<file path="src/rtl/sevenseg_scan_ctrl.sv">
`default_nettype none
// ============================================================================
// Module   : sevenseg_scan_ctrl
// Purpose  : Display peripheral controller. It turns bus store strobes into
//            value-register writes and a latched display config. It also
//            time-multiplexes the four nibbles of the value register onto a
//            4-digit common-anode 7-segment display. Each digit slot starts
//            with an all-anodes-off dead time, and the controller supports a
//            per-digit enable mask and leading-zero blanking.
// Ports    : clk_10MHz_i  - system clock
//            rst_i        - asynchronous active-high reset
//            wr_en_i      - store strobe to the display value address
//            wr_cfg_i     - store strobe to the display config address
//            wr_data_i    - store data (value: [15:0], config: [4]=lzb, [3:0]=mask)
//            reg_we_o     - one-cycle write enable to the value register
//            reg_d_o      - write data to the value register
//            reg_q_i      - value register read-back
//            an_o         - digit anodes, active-low, bit k = digit k
//            seg_o        - segments {g,f,e,d,c,b,a}, active-low
// Revision : 1.0 - initial release
// ============================================================================
module sevenseg_scan_ctrl #(
    parameter int CLK_HZ     = 10_000_000,
    parameter int REFRESH_HZ = 1000,
    parameter int DEAD_CYC   = 100
) (
    input  logic        clk_10MHz_i,
    input  logic        rst_i,
    input  logic        wr_en_i,
    input  logic        wr_cfg_i,
    input  logic [31:0] wr_data_i,
    output logic        reg_we_o,
    output logic [15:0] reg_d_o,
    input  logic [15:0] reg_q_i,
    output logic [3:0]  an_o,
    output logic [6:0]  seg_o
);

    localparam int SLOT_CYC = CLK_HZ / (4 * REFRESH_HZ);
    localparam int CNT_W    = (SLOT_CYC > 1) ? $clog2(SLOT_CYC) : 1;

    localparam logic [CNT_W-1:0] c_CNT_ZERO  = '0;
    localparam logic [CNT_W-1:0] c_CNT_ONE   = CNT_W'(1);
    localparam logic [CNT_W-1:0] c_DEAD_LAST = CNT_W'(DEAD_CYC - 1);
    localparam logic [CNT_W-1:0] c_SLOT_LAST = CNT_W'(SLOT_CYC - 1);

    localparam logic [0:0] c_ST_DEAD  = 1'b0;
    localparam logic [0:0] c_ST_DRIVE = 1'b1;

    logic [0:0]       r_state;
    logic [0:0]       w_state_nxt;
    logic [CNT_W-1:0] r_cnt;
    logic [1:0]       r_idx;
    logic [15:0]      r_snap;
    logic [3:0]       r_mask;
    logic             r_lzb;
    logic             r_we;
    logic [15:0]      r_d;
    logic [3:0]       r_an;
    logic [6:0]       r_seg;

    logic             w_slot_start;
    logic             w_slot_end;
    logic [15:0]      w_snap;
    logic [3:0]       w_nib;
    logic [3:1]       w_zero_from;
    logic [3:0]       w_blank;
    logic [3:0]       w_shown;
    logic [3:0]       w_an_nxt;
    logic [6:0]       w_seg_nxt;
    logic [15:0]      w_unused_data;

    assign w_unused_data = wr_data_i[31:16];

    function automatic logic [6:0] f_hex7(input logic [3:0] nib);
        logic [6:0] seg;
        case (nib)
            4'h0:    seg = 7'b1000000;
            4'h1:    seg = 7'b1111001;
            4'h2:    seg = 7'b0100100;
            4'h3:    seg = 7'b0110000;
            4'h4:    seg = 7'b0011001;
            4'h5:    seg = 7'b0010010;
            4'h6:    seg = 7'b0000010;
            4'h7:    seg = 7'b1111000;
            4'h8:    seg = 7'b0000000;
            4'h9:    seg = 7'b0010000;
            4'hA:    seg = 7'b0001000;
            4'hB:    seg = 7'b0000011;
            4'hC:    seg = 7'b1000110;
            4'hD:    seg = 7'b0100001;
            4'hE:    seg = 7'b0000110;
            default: seg = 7'b0001110;
        endcase
        return seg;
    endfunction

    // ------------------------------------------------------------------
    // Bus write path: value-register strobe and config latch
    // ------------------------------------------------------------------
    always_ff @(posedge clk_10MHz_i or posedge rst_i) begin
        if (rst_i) begin
            r_we   <= 1'b0;
            r_d    <= 16'h0000;
            r_mask <= 4'hF;
            r_lzb  <= 1'b0;
        end else begin
            r_we <= wr_en_i;
            if (wr_en_i) begin
                r_d <= wr_data_i[15:0];
            end
            if (wr_cfg_i) begin
                r_mask <= wr_data_i[3:0];
                r_lzb  <= wr_data_i[4];
            end
        end
    end

    // ------------------------------------------------------------------
    // Scan FSM: state register
    // ------------------------------------------------------------------
    always_ff @(posedge clk_10MHz_i or posedge rst_i) begin
        if (rst_i) begin
            r_state <= c_ST_DEAD;
        end else begin
            r_state <= w_state_nxt;
        end
    end

    // ------------------------------------------------------------------
    // Scan FSM: next-state logic
    // ------------------------------------------------------------------
    always_comb begin
        w_state_nxt = r_state;
        case (r_state)
            c_ST_DEAD: begin
                if (r_cnt == c_DEAD_LAST) begin
                    w_state_nxt = c_ST_DRIVE;
                end
            end
            c_ST_DRIVE: begin
                if (r_cnt == c_SLOT_LAST) begin
                    w_state_nxt = c_ST_DEAD;
                end
            end
            default: w_state_nxt = c_ST_DEAD;
        endcase
    end

    assign w_slot_start = (r_state == c_ST_DEAD)  && (r_cnt == c_CNT_ZERO);
    assign w_slot_end   = (r_state == c_ST_DRIVE) && (r_cnt == c_SLOT_LAST);

    // Slot counter, digit index and per-slot snapshot of the value register.
    always_ff @(posedge clk_10MHz_i or posedge rst_i) begin
        if (rst_i) begin
            r_cnt  <= c_CNT_ZERO;
            r_idx  <= 2'd0;
            r_snap <= 16'h0000;
        end else begin
            if (w_slot_end) begin
                r_cnt <= c_CNT_ZERO;
                r_idx <= r_idx + 2'd1;
            end else begin
                r_cnt <= r_cnt + c_CNT_ONE;
            end
            if (w_slot_start) begin
                r_snap <= reg_q_i;
            end
        end
    end

    // ------------------------------------------------------------------
    // Scan FSM: output logic
    // ------------------------------------------------------------------
    // On the slot's first cycle the snapshot register has not been loaded
    // yet. Bypass to the live value so that a single-cycle dead time still
    // decodes the fresh snapshot.
    assign w_snap = w_slot_start ? reg_q_i : r_snap;
    assign w_nib  = w_snap[{r_idx, 2'b00} +: 4];

    // w_zero_from[k]: nibbles k..3 of the snapshot are all zero.
    assign w_zero_from[3] = (w_snap[15:12] == 4'h0);
    assign w_zero_from[2] = w_zero_from[3] && (w_snap[11:8] == 4'h0);
    assign w_zero_from[1] = w_zero_from[2] && (w_snap[7:4]  == 4'h0);

    assign w_blank = {w_zero_from & {3{r_lzb}}, 1'b0};
    assign w_shown = r_mask & ~w_blank;

    // The pins are registered from the next state. The digit index only
    // changes on entry to DEAD, so r_idx is already the index whenever the
    // next state is DRIVE.
    always_comb begin
        w_an_nxt  = 4'hF;
        w_seg_nxt = 7'h7F;
        if ((w_state_nxt == c_ST_DRIVE) && w_shown[r_idx]) begin
            w_an_nxt  = ~(4'b0001 << r_idx);
            w_seg_nxt = f_hex7(w_nib);
        end
    end

    always_ff @(posedge clk_10MHz_i or posedge rst_i) begin
        if (rst_i) begin
            r_an  <= 4'hF;
            r_seg <= 7'h7F;
        end else begin
            r_an  <= w_an_nxt;
            r_seg <= w_seg_nxt;
        end
    end

    assign an_o     = r_an;
    assign seg_o    = r_seg;
    assign reg_we_o = r_we;
    assign reg_d_o  = r_d;

endmodule
`default_nettype wire
</file>
<file path="config.mk">
export PLATFORM = sky130hd
export DESIGN_NAME = sevenseg_scan_ctrl
export DESIGN_NICKNAME = d
export VERILOG_FILES = /design/src/rtl/sevenseg_scan_ctrl.sv
export SDC_FILE = /design/constraint.sdc
export NUM_CORES = 1
export LEC_CHECK = 0
export CAP_MARGIN = 25
export CORE_ASPECT_RATIO = 1.25
export CORE_MARGIN = 2
export CORE_UTILIZATION = 53
export DETAILED_ROUTE_END_ITERATION = 8
export GPL_TIMING_DRIVEN = 0
export HOLD_SLACK_MARGIN = 0.12
export PLACE_DENSITY = 0.85
export SYNTH_ARGS = -nofsm -noshare
export SYNTH_HDL_FRONTEND = slang
export SYNTH_SLANG_ARGS = --single-unit
</file>
<file path="constraint.sdc">
create_clock -name clk_10MHz_i -period 5.65 [get_ports clk_10MHz_i]
set_input_delay 0.8475 -clock clk_10MHz_i [delete_from_list [all_inputs] [get_ports clk_10MHz_i]]
set_output_delay 0.8475 -clock clk_10MHz_i [all_outputs]
set_load 0.05 [all_outputs]
</file>
==> summary.txt <==
Hold path
  • Hold Path Class: reg2reg
  • Hold endpoint: r_snap[2]
  • Cells on Worst Hold Path: 2
  • Min-delay src: r_snap[2]

Clock network
  • Post-CTS Resized: 0
  • Clock Tree Buf Depth: 2
  • Post-CTS setup buffers: 0
  • Clk_lat worst skew: 0.34 ns
  • Clk slew on worst S/H paths: 0.07 ns
  • Root buffer cell: clkbuf_8
  • H-tree depth: 3
  • CTS tree: built
  • CTS Sinks: 64
  • Hold-fix buffers, CTS: 0
  • Clock buffer count from CTS: 9

Yosys
  • Post-synth cell types: 44
  • Top FF cell, synth: dfrtp_1
  • Cell accounting for the most synthesized area: dfrtp_1
  • Synth Area per Inst: 11.80 um2
  • Post-synth EDFFs: 0
  • Synthesized area: 3174 um2
  • Share of synthesized flip-flops with an asynchronous set or reset: 1.000
  • Syn Nets: 333
  • Synth Register Bits: 64
  • Count leader, synth: nand2_1
  • Synth area leaders: dfrtp_1 (39%), dfstp_2 (12%), mux2_2 (9.2%)
  • Register area share after synthesis: 0.5104
  • Post-synth top area share: 0.3863
  • Synth Instances: 269
  • YS warnings: 0
  • Synth top cells by count: nand2_1 (50), dfrtp_1 (49), mux2_2 (26), dfstp_2 (15)

Critical path
  • Worst-path fanout max: 10
  • Worst flop-to-flop path endpoint: seg_o[2]
  • Worst path top cell family by delay: multiplexers
  • CP arrival: 3.24 ns
  • CP max stage cell: mux4_1
  • CP endpoint kind: flop
  • Largest stage delay, worst path: 0.50 ns
  • Path depth of the worst reg2reg path: 10
  • CP Class: reg2reg
  • FF-to-FF setup slack: 2.64 ns
  • CP bufs+invs: 3
  • CP Cell Sequence: inv_1 > ha_1 > nor3b_1 > nand4_2 > buf_6 > mux4_1 > mux2i_4 > inv_1 > ha_1 > o311ai_0
  • Req. time, crit path: 5.88 ns
  • Reg-to-Reg Start: r_cnt[0]
  • Startpoint Class: flop

Cells and area
  • Non-filler instance count after layout: 415
  • Sequential Area: 1620 um2
  • Share of cells above drive strength 1: 0.2092
  • Area used by multi-input combinational logic: 1455 um2
  • Diodes inserted: 0
  • Layout area overhead: 29.37%
  • Final nets: 408
  • Final core utilization: 0.7105
  • Fillers: 401

Drt
  • DR vias: 2295
  • Routed wl met2: 3358 um
  • Met3 WL: 248 um
  • Top Layer Used: met4
  • Met1 wire length: 2557 um
  • Final WL: 6305 um
  • Vias per cell: 5.530
  • DRT iter0 DRCs: 99
  • WL per Instance: 15.19 um
  • DR DRC count: 0
  • Pre-Repair DR Iteration Count: 4
  • Post-route ant nets: 0

Run
  • Max_cap viols: 0

STA
  • # setup viols final: 0
  • Setup tns final: 0 ns
  • Final Cycle Share: 0.5329
  • Minimum clock period: 3.011 ns
  • Clock Skew: 0.008648 ns
  • Final WS setup: 2.639 ns
  • RSZ-0062 raised after global routing: false
  • Max-slew violation total from the final report: 0
  • Fmax: 332.1 MHz
  • Slew margin rel.: 0.5258
  • Worst-margin pin slew: 0.7102 ns
  • Final Hold Vio Count: 0

Placement
  • Hpwl dp: 4741 um
  • DP Cell Count: 399
  • IO buf count: 63
  • RD Place Congestion: 0.8080
  • Worst slack at placement: 2.632 ns

Global route
  • Overall routing resource usage: 0.2062
  • Vias in the first global route: 2250
  • Initial antenna violation count: 0
  • Largest net degree at the start of global routing: 36
  • GR Overflow Total: 0
  • First-pass GRT wire length: 10450 um

Floorplan
  • Starting density of the core: 0.5493
  • # rows: 31
  • Die width: 73.22 um
  • Height of the die: 90.53 um
  • Core area: 5779 um2
  • Die area: 6628 um2
  • # IOs: 80

Power
  • Leak Pwr: 1.718 nW
  • Power density over the cells: 254.6 nW/um2
  • Maximum vdd drop: 0.2466 mV

Run status
  • Status: finished clean
-- power by group --
group	switching (W)	internal, W
Combinational	0.0000867	0.0000708
Clock	0.000167	0.000227
Sequential	0.0000120	0.000482
-- cell type report --
class	count	area share
inverter	9	0.008227
sequential	64	0.3946
clock buffer	13	0.03870
tap	66	0.02011
buffer	12	0.01584
timing repair buffer	64	0.1584
multi-input combinational	184	0.3544
clock inverter	3	0.009750
-- layer usage --
metal | global-route usage | vias up
li1 | - | 1097
met1 | 0.2491 | 1128
met2 | 0.3461 | 55
met3 | 0.05134 | 15
met4 | 0.08179 | 0
met5 | 0 | -
-- cell families (layout without fill, tap and decap cells) --
family,count (synthesis),in the layout,synth area share
xor gates and xnor gates,11,11,0.03035
buffers and inverters,21,101,0.03114
DFF,64,64,0.5104
AOI/OAI and AO/OA,19,19,0.05046
muxes,43,43,0.1805
and+or+nand+nor,99,99,0.1498
adders and majority gates,12,12,0.04730
-- flip-flops by register name, indices dropped and copies added (netlist names) --
name,flops
reg_we_o,1
an_o,4
r_mask,4
r_idx,2
reg_d_o,16
r_lzb,1
seg_o,7
r_state,1
r_cnt,12
r_snap,16
-- worst max-delay path by stage --
stage | slack, ns | depth (start not counted) | end | startpoint
6_report | 2.64 | 10 | seg_o[2] | r_cnt[0]
3_3_place_gp | 2.18 | 2 | r_snap[8] | rst_i
4_1_cts | 2.62 | 10 | seg_o[2] | r_cnt[0]
2_1_floorplan | 2.98 | 10 | seg_o[2] | r_cnt[0]
3_5_place_dp | 2.63 | 10 | seg_o[2] | r_cnt[0]
5_1_grt | 2.36 | 10 | seg_o[2] | r_cnt[0]
-- per-stage QoR --
stage | area (um2) | total power, W | hold slack, ns
global placement | 3887 | 0.0006545 | 0.4426
global route | 4106 | 0.001087 | 0.5074
floorplan | 3174 | 0.0005931 | 0.4307
detailed placement | 3908 | 0.0006604 | 0.4574
finish | 4106 | 0.001045 | 0.4844
CTS | 4106 | 0.001055 | 0.4821
-- layout by cell type, fill, tap and decap left out, types with 2 or more instances in the layout --
cell type	instances
a21oi_1	4
xnor2_1	11
dfrtp_1	49
clkdlybuf4s50_1	63
nor3_1	3
o21ai_0	3
and3_1	2
clkinv_2	2
buf_6	2
inv_1	6
nand4_1	4
clkbuf_1	9
nand2_1	50
dfstp_2	15
nor2_1	12
mux2i_4	2
o221ai_1	4
o211ai_2	3
nand3_1	12
ha_1	12
mux2_1	2
inv_2	2
mux4_1	4
mux2i_1	7
mux2_2	26
clkbuf_8	11
nor4_1	7
-- worst reg2reg max path, delay by kind of cell, from the launching register on --
kind,cells,cell delay [ns]
AO/OA/AOI/OAI,1,0.33
buffers and inverters,3,0.44
adder cells (fa/ha/maj),2,0.37
AND/OR/NAND/NOR,2,0.54
flip-flops,1,0.44
multiplexers,2,0.78
Power figures use the tool's default switching activity.
